===== src/rtl/ps2_scan_rx_pkg.sv =====
// Shared definitions for the PS/2 scan-code receiver: prefix codes,
// frame length, receiver FSM states and the FIFO entry layout.
package ps2_pkg;

  localparam logic [7:0] PS2_EXT_PREFIX = 8'hE0;
  localparam logic [7:0] PS2_BRK_PREFIX = 8'hF0;
  localparam int         PS2_FRAME_BITS = 11;

  typedef enum logic [1:0] {
    IDLE,
    RECV,
    CHECK,
    PUSH
  } ps2_state_t;

  typedef struct packed {
    logic       ext;
    logic       brk;
    logic [7:0] code;
  } ps2_entry_t;

endpackage


===== src/rtl/ps2_scan_rx_code_fifo.sv =====
// Small synchronous FIFO holding decoded scan codes with their prefix flags.
// A push while full is accepted only when a pop happens in the same cycle.
module ps2_code_fifo
  import ps2_pkg::*;
#(
  parameter int FIFO_DEPTH = 8
) (
  input  logic                        ck,
  input  logic                        reset_n,
  input  logic                        push,
  input  ps2_entry_t                  push_data,
  input  logic                        pop,
  output ps2_entry_t                  head,
  output logic                        full,
  output logic [$clog2(FIFO_DEPTH):0] level
);

  localparam int AW = $clog2(FIFO_DEPTH);
  localparam logic [AW:0] FULL_LEVEL = (AW+1)'(FIFO_DEPTH);

  ps2_entry_t    mem [FIFO_DEPTH];
  logic [AW-1:0] wr_ptr_reg;
  logic [AW-1:0] rd_ptr_reg;
  logic [AW:0]   level_reg;
  logic          empty;
  logic          do_push;
  logic          do_pop;

  assign empty   = (level_reg == '0);
  assign full    = (level_reg == FULL_LEVEL);
  assign do_pop  = pop && !empty;
  assign do_push = push && (!full || do_pop);
  assign level   = level_reg;
  // Head is forced to zero while empty so the outputs read 0 after reset.
  assign head    = empty ? '0 : mem[rd_ptr_reg];

  // Storage write; contents need no reset because the level gates the head.
  always_ff @(posedge ck) begin
    if (do_push) begin
      mem[wr_ptr_reg] <= push_data;
    end
  end

  // Pointer and occupancy tracking; pointers wrap naturally at the power-of-two depth.
  always_ff @(posedge ck or negedge reset_n) begin
    if (!reset_n) begin
      wr_ptr_reg <= '0;
      rd_ptr_reg <= '0;
      level_reg  <= '0;
    end else begin
      if (do_push) wr_ptr_reg <= wr_ptr_reg + AW'(1);
      if (do_pop)  rd_ptr_reg <= rd_ptr_reg + AW'(1);
      case ({do_push, do_pop})
        2'b10:   level_reg <= level_reg + (AW+1)'(1);
        2'b01:   level_reg <= level_reg - (AW+1)'(1);
        default: level_reg <= level_reg;
      endcase
    end
  end

endmodule


===== src/rtl/ps2_scan_rx.sv =====
// PS/2 keyboard receiver: synchronises and filters the PS/2 lines, frames
// 11-bit words on filtered clock falling edges, folds E0/F0 prefixes into
// flags and queues decoded codes in a valid/ready FIFO.
// Optional feature macro: PS2_PARITY_CHECK_EN (enables odd-parity checking).
module ps2_scan_rx
  import ps2_pkg::*;
#(
  parameter int CLK_HZ     = 100_000_000,
  parameter int TIMEOUT_US = 200,
  parameter int FILTER_LEN = 4,
  parameter int FIFO_DEPTH = 8
) (
  input  logic                        ck,
  input  logic                        reset_n,
  input  logic                        ps2_clk,
  input  logic                        ps2_data,
  input  logic                        rd_ready,
  output logic                        rd_valid,
  output logic [7:0]                  rd_code,
  output logic                        rd_brk,
  output logic                        rd_ext,
  output logic [$clog2(FIFO_DEPTH):0] fifo_level,
  output logic                        frame_err,
  output logic                        timeout_err,
  output logic                        overflow
);

  localparam int TIMEOUT_CYC = CLK_HZ / 1_000_000 * TIMEOUT_US;
  localparam int TMO_W       = $clog2(TIMEOUT_CYC + 1);
  localparam int CNT_W       = $clog2(FILTER_LEN + 1);
  localparam int BC_W        = $clog2(PS2_FRAME_BITS + 1);

  logic [1:0] raw_line;
  logic [1:0] filt_line;
  assign raw_line = {ps2_data, ps2_clk};

  genvar gi;
  generate
    for (gi = 0; gi < 2; gi++) begin : g_line
      logic             meta_reg;
      logic             sync_reg;
      logic             filt_reg;
      logic [CNT_W-1:0] cnt_reg;

      // Two-flop synchroniser followed by a run-length filter: the filtered
      // value follows the input only after FILTER_LEN consecutive differing samples.
      always_ff @(posedge ck or negedge reset_n) begin
        if (!reset_n) begin
          meta_reg <= 1'b1;
          sync_reg <= 1'b1;
          filt_reg <= 1'b1;
          cnt_reg  <= '0;
        end else begin
          meta_reg <= raw_line[gi];
          sync_reg <= meta_reg;
          if (sync_reg == filt_reg) begin
            cnt_reg <= '0;
          end else if (cnt_reg == CNT_W'(FILTER_LEN - 1)) begin
            filt_reg <= sync_reg;
            cnt_reg  <= '0;
          end else begin
            cnt_reg <= cnt_reg + CNT_W'(1);
          end
        end
      end

      assign filt_line[gi] = filt_reg;
    end
  endgenerate

  logic filt_clk;
  logic filt_data;
  logic clk_prev_reg;
  logic bit_event;
  assign filt_clk  = filt_line[0];
  assign filt_data = filt_line[1];
  assign bit_event = clk_prev_reg && !filt_clk;

  ps2_state_t                state_reg, state_next;
  logic [PS2_FRAME_BITS-1:0] shift_reg, shift_next;
  logic [BC_W-1:0]           count_reg, count_next;
  logic [TMO_W-1:0]          tmo_reg, tmo_next;
  logic                      ext_reg, ext_next;
  logic                      brk_reg, brk_next;
  logic                      frame_err_reg, frame_err_next;
  logic                      timeout_err_reg, timeout_err_next;
  logic                      overflow_reg;
  logic                      push_req;
  logic                      parity_ok;
  logic [7:0]                code;

  // Frame layout after 11 LSB-first shifts: [0] start, [8:1] code, [9] parity, [10] stop.
  assign code = shift_reg[8:1];

`ifdef PS2_PARITY_CHECK_EN
  assign parity_ok = ^shift_reg[9:1];
`else
  logic unused_parity;
  assign parity_ok     = 1'b1;
  assign unused_parity = shift_reg[9];
`endif

  // Filtered clock history for falling-edge detection.
  always_ff @(posedge ck or negedge reset_n) begin
    if (!reset_n) clk_prev_reg <= 1'b1;
    else          clk_prev_reg <= filt_clk;
  end

  // Receiver state and datapath registers.
  always_ff @(posedge ck or negedge reset_n) begin
    if (!reset_n) begin
      state_reg       <= IDLE;
      shift_reg       <= '0;
      count_reg       <= '0;
      tmo_reg         <= '0;
      ext_reg         <= 1'b0;
      brk_reg         <= 1'b0;
      frame_err_reg   <= 1'b0;
      timeout_err_reg <= 1'b0;
    end else begin
      state_reg       <= state_next;
      shift_reg       <= shift_next;
      count_reg       <= count_next;
      tmo_reg         <= tmo_next;
      ext_reg         <= ext_next;
      brk_reg         <= brk_next;
      frame_err_reg   <= frame_err_next;
      timeout_err_reg <= timeout_err_next;
    end
  end

  // Next-state logic: framing, inter-bit timeout, frame checks and prefix folding.
  always_comb begin
    state_next       = state_reg;
    shift_next       = shift_reg;
    count_next       = count_reg;
    tmo_next         = '0;
    ext_next         = ext_reg;
    brk_next         = brk_reg;
    frame_err_next   = 1'b0;
    timeout_err_next = 1'b0;
    push_req         = 1'b0;
    case (state_reg)
      IDLE: begin
        if (bit_event && !filt_data) begin
          shift_next = {1'b0, shift_reg[PS2_FRAME_BITS-1:1]};
          count_next = BC_W'(1);
          state_next = RECV;
        end
      end
      RECV: begin
        if (bit_event) begin
          shift_next = {filt_data, shift_reg[PS2_FRAME_BITS-1:1]};
          count_next = count_reg + BC_W'(1);
          if (count_reg == BC_W'(PS2_FRAME_BITS - 1)) state_next = CHECK;
        end else if (tmo_reg == TMO_W'(TIMEOUT_CYC)) begin
          timeout_err_next = 1'b1;
          ext_next         = 1'b0;
          brk_next         = 1'b0;
          state_next       = IDLE;
        end else begin
          tmo_next = tmo_reg + TMO_W'(1);
        end
      end
      CHECK: begin
        if (shift_reg[0] || !shift_reg[PS2_FRAME_BITS-1] || !parity_ok) begin
          frame_err_next = 1'b1;
          ext_next       = 1'b0;
          brk_next       = 1'b0;
          state_next     = IDLE;
        end else if (code == PS2_EXT_PREFIX) begin
          ext_next   = 1'b1;
          state_next = IDLE;
        end else if (code == PS2_BRK_PREFIX) begin
          brk_next   = 1'b1;
          state_next = IDLE;
        end else begin
          state_next = PUSH;
        end
      end
      PUSH: begin
        push_req   = 1'b1;
        ext_next   = 1'b0;
        brk_next   = 1'b0;
        state_next = IDLE;
      end
      default: state_next = IDLE;
    endcase
  end

  ps2_entry_t push_entry;
  ps2_entry_t head;
  logic       fifo_full;
  logic       pop;

  assign push_entry.ext  = ext_reg;
  assign push_entry.brk  = brk_reg;
  assign push_entry.code = code;
  assign pop             = rd_valid && rd_ready;

  ps2_code_fifo #(
    .FIFO_DEPTH(FIFO_DEPTH)
  ) u_fifo (
    .ck        (ck),
    .reset_n   (reset_n),
    .push      (push_req),
    .push_data (push_entry),
    .pop       (pop),
    .head      (head),
    .full      (fifo_full),
    .level     (fifo_level)
  );

  // Sticky overflow: a code was dropped because the FIFO was full with no pop.
  always_ff @(posedge ck or negedge reset_n) begin
    if (!reset_n)                            overflow_reg <= 1'b0;
    else if (push_req && fifo_full && !pop)  overflow_reg <= 1'b1;
  end

  assign rd_valid    = (fifo_level != '0);
  assign rd_code     = head.code;
  assign rd_brk      = head.brk;
  assign rd_ext      = head.ext;
  assign frame_err   = frame_err_reg;
  assign timeout_err = timeout_err_reg;
  assign overflow    = overflow_reg;

endmodule


===== config.mk =====
export PLATFORM = sky130hd
export DESIGN_NAME = ps2_scan_rx
export DESIGN_NICKNAME = d
export VERILOG_FILES = /design/src/rtl/ps2_scan_rx_pkg.sv /design/src/rtl/ps2_scan_rx_code_fifo.sv /design/src/rtl/ps2_scan_rx.sv
export SDC_FILE = /design/constraint.sdc
export NUM_CORES = 1
export LEC_CHECK = 0
export CORE_UTILIZATION = 55
export CTS_CLUSTER_DIAMETER = 60
export DETAILED_ROUTE_END_ITERATION = 10
export DONT_BUFFER_PORTS = 1
export PLACE_DENSITY = 0.72
export SLEW_MARGIN = 20
export SYNTH_ARGS = -nofsm -noshare
export SYNTH_HDL_FRONTEND = slang
export SYNTH_SLANG_ARGS = --single-unit

===== constraint.sdc =====
create_clock -name ck -period 3.04 [get_ports ck]
set_clock_uncertainty 0.15 [all_clocks]
set_input_delay 0.304 -clock ck [delete_from_list [all_inputs] [get_ports ck]]
set_output_delay 0.304 -clock ck [all_outputs]
set_load 0.05 [all_outputs]

; ---- Word-level counts from Yosys, hierarchy flattened
; Memories as Yosys holds them, arrays and structs flattened.
; Cells that the tools add are included.
[totals]
regBits = 60
ram_bits = 80
input_bits = 5
out_inout_bits = 18
word_cells = 122
n_memories = 1
[memory_table]
columns = memory, words, width, read_ports, rd_ports_with_merged_regs, write_ports, line
row1 = u_fifo.mem, 8, 10, 1, 0, 1, ps2_scan_rx_code_fifo.sv:21  ; ps2_entry_t mem [FIFO_DEPTH];
[op_classes]
n_addsub = 8
eq_ne = 23
muxes = 40
bitwise_logic = 2
n_reduce_logical = 27
[ops]
columns = op, n
row1 = $mux 15, 3
row2 = $mux 11, 2
row3 = $pmux 11 s2, 1
row4 = $eq 8x8->1 const B, 2
row5 = $pmux 4 s2, 2
row6 = $add 15x1->15 const B, 1
row7 = $eq 15x15->1 const B, 1
row8 = $mux 1, 15
row9 = $ne 3x3->1 const B, 5
row10 = $mux 2, 7
row11 = $add 3x1->3 const B, 4
row12 = $mux 3, 4
row13 = $mux 10, 1
row14 = $add 4x1->4 const B, 2
row15 = $eq 4x4->1 const B, 2
row16 = $mux 4, 2
row17 = $ne 2x2->1 const B, 4
row18 = $pmux 2 s4, 1
row19 = $logic_and 1x1->1, 7
row20 = $eq 2x2->1 const B, 3
row21 = $eq 3x2->1 const B, 2
row22 = $logic_not 1->1, 6
row23 = $pmux 1 s3, 2
row24 = $reduce_and 3->1, 2
row25 = 13 further kinds, 19

; ---- Logic depth before layout (Yosys ltp)
; Gate-level depths: netlist (run 1).
[logic_depth]
depth_word = 7
ltp_mapped = 11
mapped_depth_nobuf = 10

; ---- Modules after synthesis
; From an unflattened synthesis (run 1), not the netlist that was laid out.
[hier_totals]
cells_unflattened = 376
area_unflattened_um2 = 5886.9
[modules_own_cells]
columns = mod, n_inst, cells_per_inst, area_each_um2, seq_area_each_um2
row1 = ps2_code_fifo, 1, 190, 3673.5, 2652.5
row2 = ps2_scan_rx, 1, 186, 2213.4, 1260.0

; ---- Worst setup path before layout (run 1)
; Ideal clock, no wire load.
[synth_path]
path_type = register to register
start = register u_fifo.level_reg[1] (netlist: u_fifo.level[1])
end = memory u_fifo.mem[0][0] (netlist name), enable pin
setup_ps = 404
t_arrival_ps = 2487
path_slack_ps = -1
stages_incl_launch_ff = 6
cell_sequence = dfrtp_1 -> buf_2 -> nor3_1 -> a31oi_1 -> inv_2 -> nor4_1
[synth_via]
elab_chain_cells = 7
elab_cells_between_ends = 11
cone_classes = 1 x eq/ne / 2 x mux / 8 x reduce/logical
[synth_rtl]
columns = item, line
row1 = "start, declared", ps2_scan_rx_code_fifo.sv:24  ; logic [AW:0] level_reg;
row2 = "start signal, assigned", ps2_scan_rx_code_fifo.sv:54  ; 2'b10: level_reg <= level_reg + (AW+1)'(1);
row3 = "start signal, assigned", ps2_scan_rx_code_fifo.sv:55  ; 2'b01: level_reg <= level_reg - (AW+1)'(1);
row4 = "start signal, assigned", ps2_scan_rx_code_fifo.sv:56  ; default: level_reg <= level_reg;
row5 = $reduce_bool 4->1 / $logic_not 4->1 (equally long branches), "ps2_scan_rx.sv:220, ps2_scan_rx_code_fifo.sv:29"
row6 = $logic_and 1x1->1 / $logic_not 1->1 (equally long branches), "ps2_scan_rx.sv:199, ps2_scan_rx_code_fifo.sv:31"
row7 = $logic_and 1x1->1, ps2_scan_rx_code_fifo.sv:31  ; assign do_pop = pop && !empty;
row8 = $logic_or 1x1->1 *, ps2_scan_rx_code_fifo.sv:32  ; assign do_push = push && (!full || do_pop);
row9 = $logic_and 1x1->1 *, ps2_scan_rx_code_fifo.sv:32
row10 = $mux 1 *, ps2_scan_rx_code_fifo.sv:39  ; if (do_push) begin
row11 = $mux 1 (implied by the code) *, ps2_scan_rx_code_fifo.sv:40  ; mem[wr_ptr_reg] <= push_data;
row12 = "end, declared", ps2_scan_rx_code_fifo.sv:21
; Every way passes the cells marked *; elsewhere a longest branch is shown, timed or not.

; ---- Worst setup path in the final report (run 1)
[layout_path]
start = register u_fifo.rd_ptr_reg[1]
end = output port rd_code[4]
[layout_via]
elab_chain_cells = 2
[layout_rtl]
columns = item, line
row1 = "start, declared", ps2_scan_rx_code_fifo.sv:23  ; logic [AW-1:0] rd_ptr_reg;
row2 = "start signal, assigned", ps2_scan_rx_code_fifo.sv:52  ; if (do_pop) rd_ptr_reg <= rd_ptr_reg + AW'(1);
row3 = $mem_v2 8x10, -
row4 = $mux 10, ps2_scan_rx_code_fifo.sv:35  ; assign head = empty ? '0 : mem[rd_ptr_reg];
row5 = "end, declared", ps2_scan_rx.sv:19  ; output logic [7:0] rd_code,
; No other way between the ends.

==> summary.txt, run 1 <==
Floorplan
  • Area enclosed by the die boundary: between 10,000 and 15,000 um2
  • Vertical die dimension: 105 um
  • Number of ports placed on the die boundary: 23
  • Number of rows created at floorplan: 37
  • Initial cell density of the core: 56.3%
  • Std-Cell Core Area: 10,300 um2
  • Die Span X: around 100 um

Yosys
  • Number of synthesized register bits: 140
  • Largest area contributor in the netlist: edfxtp_1
  • Post-Syn Instances: about 370
  • Sequential fraction of the synthesis area: between 60% and 70%
  • Post-synth design cell area: about 5800 um2
  • Fraction of registers with async set/reset: between 40 and 50%
  • Number of synthesized flops with an enable pin: 80
  • Average instance area after synthesis: between 15 and 20 um2
  • Yosys synthesis warning count: 0
  • Post-synth net total: 390
  • Dominant cells by area after synthesis: edfxtp_1, dfrtp_1, mux4_2
  • Most used DFF post-synth: edfxtp_1
  • Number of library cell types mapped by synthesis: between 40 and 50
  • Share of the synthesized area in the top cell type: roughly two fifths

CTS
  • TritonCTS clock tree: done
  • Later-pin clock latency in the skew report: approximately 0.52 ns
  • Buffer depth of the longest clock path: 2
  • Clock input transition at the sequential cells of the worst setup and hold paths: approximately 0.060 ns
  • Number of post-CTS setup repair buffers: 0
  • H-Tree Level Count: 4
  • CTS root buf: clkbuf_8
  • TritonCTS Sinks: between 100 and 150
  • Number of clock buffers inserted by TritonCTS: 17

Outcome
  • Result of the run: finished clean

Cells and area
  • Count of filler cells inserted in the layout: between 700 and 800
  • Relative area change from synthesis to final layout: 15.8%
  • Number of flip-flops under the largest register name: 80
  • Net total in the final layout: ~430
  • Cell area after layout: 6700 um2
  • Most frequent cells in the layout: edfxtp_1, dfrtp_1, nor2_1
  • Fraction of layout cells with a size suffix above 1: 23.1%
  • Most common cell after layout, fill and taps aside: edfxtp_1
  • Final antenna diode count: 0

Global route
  • Largest net degree at the start of global routing: between 60 and 70
  • Antenna violations before repair: 0
  • Global-route usage over all layers: around 20%
  • Remaining global-route overflow: 0
  • Vias in the first global route: 3,208
  • Wire length of the first global-routing pass: between 15,000 and 20,000 um

Worst setup path
  • Classification of the worst setup path: reg2out
  • Worst-path cell chain: mux4_2, mux2i_1, nor2_1, buf_4
  • Kind of start point of the critical path: flip-flop
  • Arrival time worst endpoint: around 2.4 ns
  • Setup crit end kind: output pin
  • R2r startpoint: state_reg[1]
  • Maximum cell stage delay along the critical path: 0.99 ns
  • Critical Path Source: u_fifo.rd_ptr_reg[1]
  • Worst EP required: ~2.6 ns
  • FF-to-FF setup slack: about 0.53 ns
  • Largest fanout of any net on the critical path: 22
  • Master of the slowest instance on the critical path: dfrtp_1

Detailed routing
  • Via count: between 3k and 4k
  • Post-route ant nets: 0
  • Routed wire length per instance: 17.6 um
  • Mean number of vias per cell: 5.63
  • Residual DRC: 0
  • Number of detailed-route iterations in the first pass: 4
  • Drt total wl: about 9900 um
  • Violation count after the first detailed-route iteration: between 100 and 150

Power and ir drop
  • Total power consumption of the routed design: around 6.4 mW
  • Leak pwr: ~2.6 nW
  • Power per cell area: approximately 950 nW/um2
  • Peak ir drop on the vdd network: around 0.51 mV

Placed design
  • Routability cong.: around 0.8
  • Number of port buffers: 0
  • Placed Instance Area: a little over 6000 um2
  • Setup slack after placement: 0.535 ns
  • Post-DP HPWL: 6000 um

STA
  • Slew at the pin with the worst max-slew slack: between 0.9 and 1 ns
  • Post-route setup TNS: 0 ns
  • Slew Limit Headroom: 33.7%
  • Setup repair after global routing missed its margin: no
  • Max-slew violations: 0
  • Hold violation total from the final report: 0
  • Post-layout worst setup margin: approximately 0.21 ns
  • Post-route fraction of the period consumed by the critical path: between 90% and 100%
  • Fmax: approximately 0.35 GHz
  • Final critical path time including I/O delays and setup: 2.83 ns
  • Count of endpoints failing setup in the final report: 0

Flow run
  • Reported max-cap violation count: 0

Hold path
  • Path type of the worst min-delay path: in2async
## area by class of cell
class / instances / area (um2) / share of cell area, %
Timing Repair Buffer: 30 / 255 / 3.81
Clock buffer: 19 / 442 / 6.59
Inverter: 11 / 41.3 / 0.616
Clock inverter: 13 / 103 / 1.53
Tap cell: 136 / 170 / 2.54
Multi-Input combinational cell: 211 / 1780 / 26.6
Sequential cell: 140 / 3910 / 58.4
## through the flow
stage	instances	util, %	hold slack [ns]
floorplan	374	-	-0.142
global placement	523	59.3	-0.139
detailed placement	523	59.3	-0.139
CTS	560	65.2	0.140
global route	560	65.2	0.146
finish	560	65.2	0.170
## worst paths after layout
path / endpoint / depth (start not counted)
hold / removal: tmo_reg[3] / 2
setup / recovery: rd_code[4] / 4
max in group asynchronous: clk_prev_reg / 2
min in group ck: g_line[1].meta_reg / 1
setup reg to reg: u_fifo.level[2] / 10
hold reg to reg: g_line[0].sync_reg / 0
## critical path: cells and delay by family (launching register included)
family | cells | cell delay (ns)
simple gates | 1 | 0.07
mux | 2 | 0.61
flops | 1 | 0.99
buf+inv | 1 | 0.19
## logic make-up after synthesis
kind of cell | share of synthesized area, %
AND/OR/NAND/NOR | 10.0
adder cells (fa/ha/maj) | 2.38
flip-flops | 67.6
XOR/XNOR | 3.48
AO/OA/AOI/OAI | 2.55
multiplexers | 12.2
buffers and inverters | 1.75
## routing by layer
layer	wire length (um)	up-vias	track usage, %	part of all wire (%)
met2	4920	48	32.9	50
met1	4430	1606	26.4	45
met3	265	19	5.12	2.7
li1	-	1481	-	-
met4	232	0	9.56	2.4
met5	0	-	0	0
## what timing repair did
item,4_1_cts,5_1_grt
endpoints found under the hold margin,63,0
resized for setup,0,0
hold buffers,5,0
## synthesized netlist by cell type, drive strengths merged (8+ instances only)
cell type	n
mux2i	11
xnor2	11
o21ai	9
mux4	20
nand4	8
nand2	18
nor2	33
dfrtp	53
ha	11
buf	8
xor2	12
inv	11
mux2	13
edfxtp	80
nor3	11
## power by group
group,internal (mW),switching [mW],leakage [nW],total [mW]
sequential,2.32,0.371,1.52,2.69
clock,1.06,0.801,0.275,1.86
combinational,0.749,1.08,0.811,1.83
Power figures use the tool's default switching activity.
==> run 2: changes to the inputs <==
Settings changed: ABC_AREA set to 1.
==> summary.txt, run 2 <==
Floorplan
  • Number of rows created at floorplan: 38
  • Initial cell density of the core: between 50% and 60%
  • Area enclosed by the die boundary: 11,600 um2
  • Vertical die dimension: around 110 um
  • Die Span X: 108 um
  • Std-Cell Core Area: between 10,000 and 15,000 um2
  • Number of ports placed on the die boundary: 23

Detailed routing
  • Routed wire length per instance: around 15 um
  • Post-route ant nets: 0
  • Number of detailed-route iterations in the first pass: 5
  • Residual DRC: 0
  • Violation count after the first detailed-route iteration: around 310
  • Drt total wl: approximately 12,000 um
  • Via count: about 4.2k
  • Mean number of vias per cell: ~5.4

STA
  • Count of endpoints failing setup in the final report: 0
  • Hold violation total from the final report: 0
  • Post-route setup TNS: 0 ns
  • Slew at the pin with the worst max-slew slack: around 0.8 ns
  • Slew Limit Headroom: 46.2%
  • Final critical path time including I/O delays and setup: around 2.8 ns
  • Fmax: ~0.36 GHz
  • Worst hold margin: ~0.14 ns
  • Post-route fraction of the period consumed by the critical path: between 90 and 100%
  • Max-slew violations: 0
  • Setup repair after global routing missed its margin: no

Cells and area
  • Fraction of layout cells with a size suffix above 1: ~14%
  • Number of flip-flops under the largest register name: 80
  • Relative area change from synthesis to final layout: 14.5%
  • Most common cell after layout, fill and taps aside: nor2_1
  • Final antenna diode count: 0
  • Area taken by flip-flops and latches: about 3900 um2
  • Most frequent cells in the layout: nor2_1, nand2_1, edfxtp_1
  • Net total in the final layout: 634
  • Share of the core filled with cells: ~65%
  • Count of filler cells inserted in the layout: approximately 850
  • Area occupied by multi-input gates: between 1500 and 2000 um2

Worst setup path
  • Setup crit end kind: output pin
  • Arrival time worst endpoint: about 2.3 ns
  • Kind of start point of the critical path: flip-flop
  • Classification of the worst setup path: reg2out
  • Largest fanout of any net on the critical path: 11
  • Worst EP required: 2.59 ns
  • Critical Path Source: u_fifo.level[1]
  • R2r startpoint: u_fifo.level[1]

Global route
  • Wire length of the first global-routing pass: 19,100 um
  • Largest net degree at the start of global routing: 61
  • Vias in the first global route: about 4.0k
  • Remaining global-route overflow: 0
  • Global-route usage over all layers: a little over a fifth
  • Antenna violations before repair: 0

Yosys
  • Synth cell count leaders: nor2_1, nand2_1, edfxtp_1, dfrtp_1, o21ai_0
  • Post-Syn Instances: between 500 and 600
  • Number of synthesized register bits: between 100 and 150
  • Sequential fraction of the synthesis area: roughly 64%
  • Most repeated cell in the gate-level netlist after synthesis: nor2_1
  • Dominant cells by area after synthesis: edfxtp_1, dfrtp_1, nor2_1
  • Yosys synthesis warning count: 0
  • Number of library cell types mapped by synthesis: 40
  • Fraction of registers with async set/reset: 42.9%
  • Largest area contributor in the netlist: edfxtp_1
  • Share of the synthesized area in the top cell type: roughly 39%
  • Post-synth design cell area: between 6000 and 7000 um2
  • Average instance area after synthesis: 10.4 um2
  • Number of synthesized flops with an enable pin: 80
  • Most used DFF post-synth: edfxtp_1
  • Post-synth net total: just over 600

Placed design
  • Post-DP HPWL: between 7000 and 8000 um
  • Number of port buffers: 0
  • Routability cong.: between 0.8 and 0.9

CTS
  • Later-pin clock latency in the skew report: 0.53 ns
  • Number of clock buffers inserted by TritonCTS: 17
  • Clock input transition at the sequential cells of the worst setup and hold paths: about 0.060 ns
  • H-Tree Level Count: 4
  • TritonCTS Sinks: 140
  • CTS root buf: clkbuf_8
  • TritonCTS clock tree: done
  • Buffer depth of the longest clock path: 2

Flow run
  • Reported max-cap violation count: 0

Power and ir drop
  • Power per cell area: slightly above 1000 nW/um2
  • Leak pwr: ~2.9 nW
  • Peak ir drop on the vdd network: 0.916 mV

Hold path
  • Path type of the worst min-delay path: in2async

Outcome
  • Result of the run: finished clean
## run 2: cell count changes after synthesis, sizes merged, moves of 10 or more
cell and change:
nor2 +100, mux2i -11, nand3 +15, nand2 +76, mux4 -20, mux2 -13, o211ai +10, inv +38
o21ai +41, o22ai +10
## run 2: logic make-up (layout without fill, tap and decap cells)
family,after synthesis,count (layout),share of synthesized area [%]
AOI/OAI and AO/OA,91,91,8.22
xor gates and xnor gates,10,10,1.43
adders and majority gates,11,11,2.24
buffers and inverters,67,109,4.53
DFF,140,140,63.8
and+or+nand+nor,270,270,19.8
## run 2: report_power, final
| part | leakage, nW | switching (mW) | internal (mW) |
|---|---|---|---|
| Clock | 0.267 | 0.817 | 1.09 |
| Sequential | 1.48 | 0.435 | 2.36 |
| Combinational | 1.13 | 1.67 | 0.767 |
| Total | 2.88 | 2.92 | 4.22 |
## run 2: critical path, stage by stage (launching register included)
cell and delay, ns:
dfrtp_1 0.69, inv_1 0.12, nand2_1 0.10, nor2_1 0.06, nand2_1 0.08, buf_4 0.28
nand2_1 0.09, nor2_1 0.13, buf_4 0.22
## run 2: final timing paths
kind | to | slack (ns) | cells after the start
worst max register to register | u_fifo.level[2] | 0.48 | 12
worst min register to register | g_line[1].sync_reg | 0.21 | 0
worst max-delay path | rd_code[2] | 0.28 | 8
worst min-delay path | tmo_reg[2] | 0.14 | 2
max in group asynchronous | g_line[1].meta_reg | 2.29 | 2
min in group ck | g_line[0].meta_reg | 0.17 | 1
## run 2: through the flow
step	total power, mW	setup slack [ns]	instances	instance area, um2
finish	7.14	0.278	771	7020
global route	7.57	0.0733	771	7020
CTS	7.21	0.215	771	7020
detailed placement	5.25	0.477	734	6400
global placement	5.17	0.607	734	6400
floorplan	4.59	0.519	589	6130
## run 2: final cells by class
type	count	share of cell area (%)
Timing Repair Buffer	28	3.60
Tap cell	140	2.49
Clock inverter	15	1.96
Inverter	49	2.69
Clock buffer	17	5.90
Multi-Input combinational cell	382	27.7
Sequential cell	140	55.7
## run 2: repair_timing
action                                 4_1_cts  5_1_grt
gates resized for setup                      0        0
setup buffers                                0        0
endpoints found under the hold margin       66        0
hold buffers                                 5        0
## run 2: metal layers
| layer | GRT usage, % | routed length (um) |
|---|---|---|
| met1 | 26.8 | 5030 |
| met2 | 37.3 | 5930 |
| met3 | 6.30 | 460 |
| met4 | 7.63 | 153 |
| met5 | 0 | 0 |
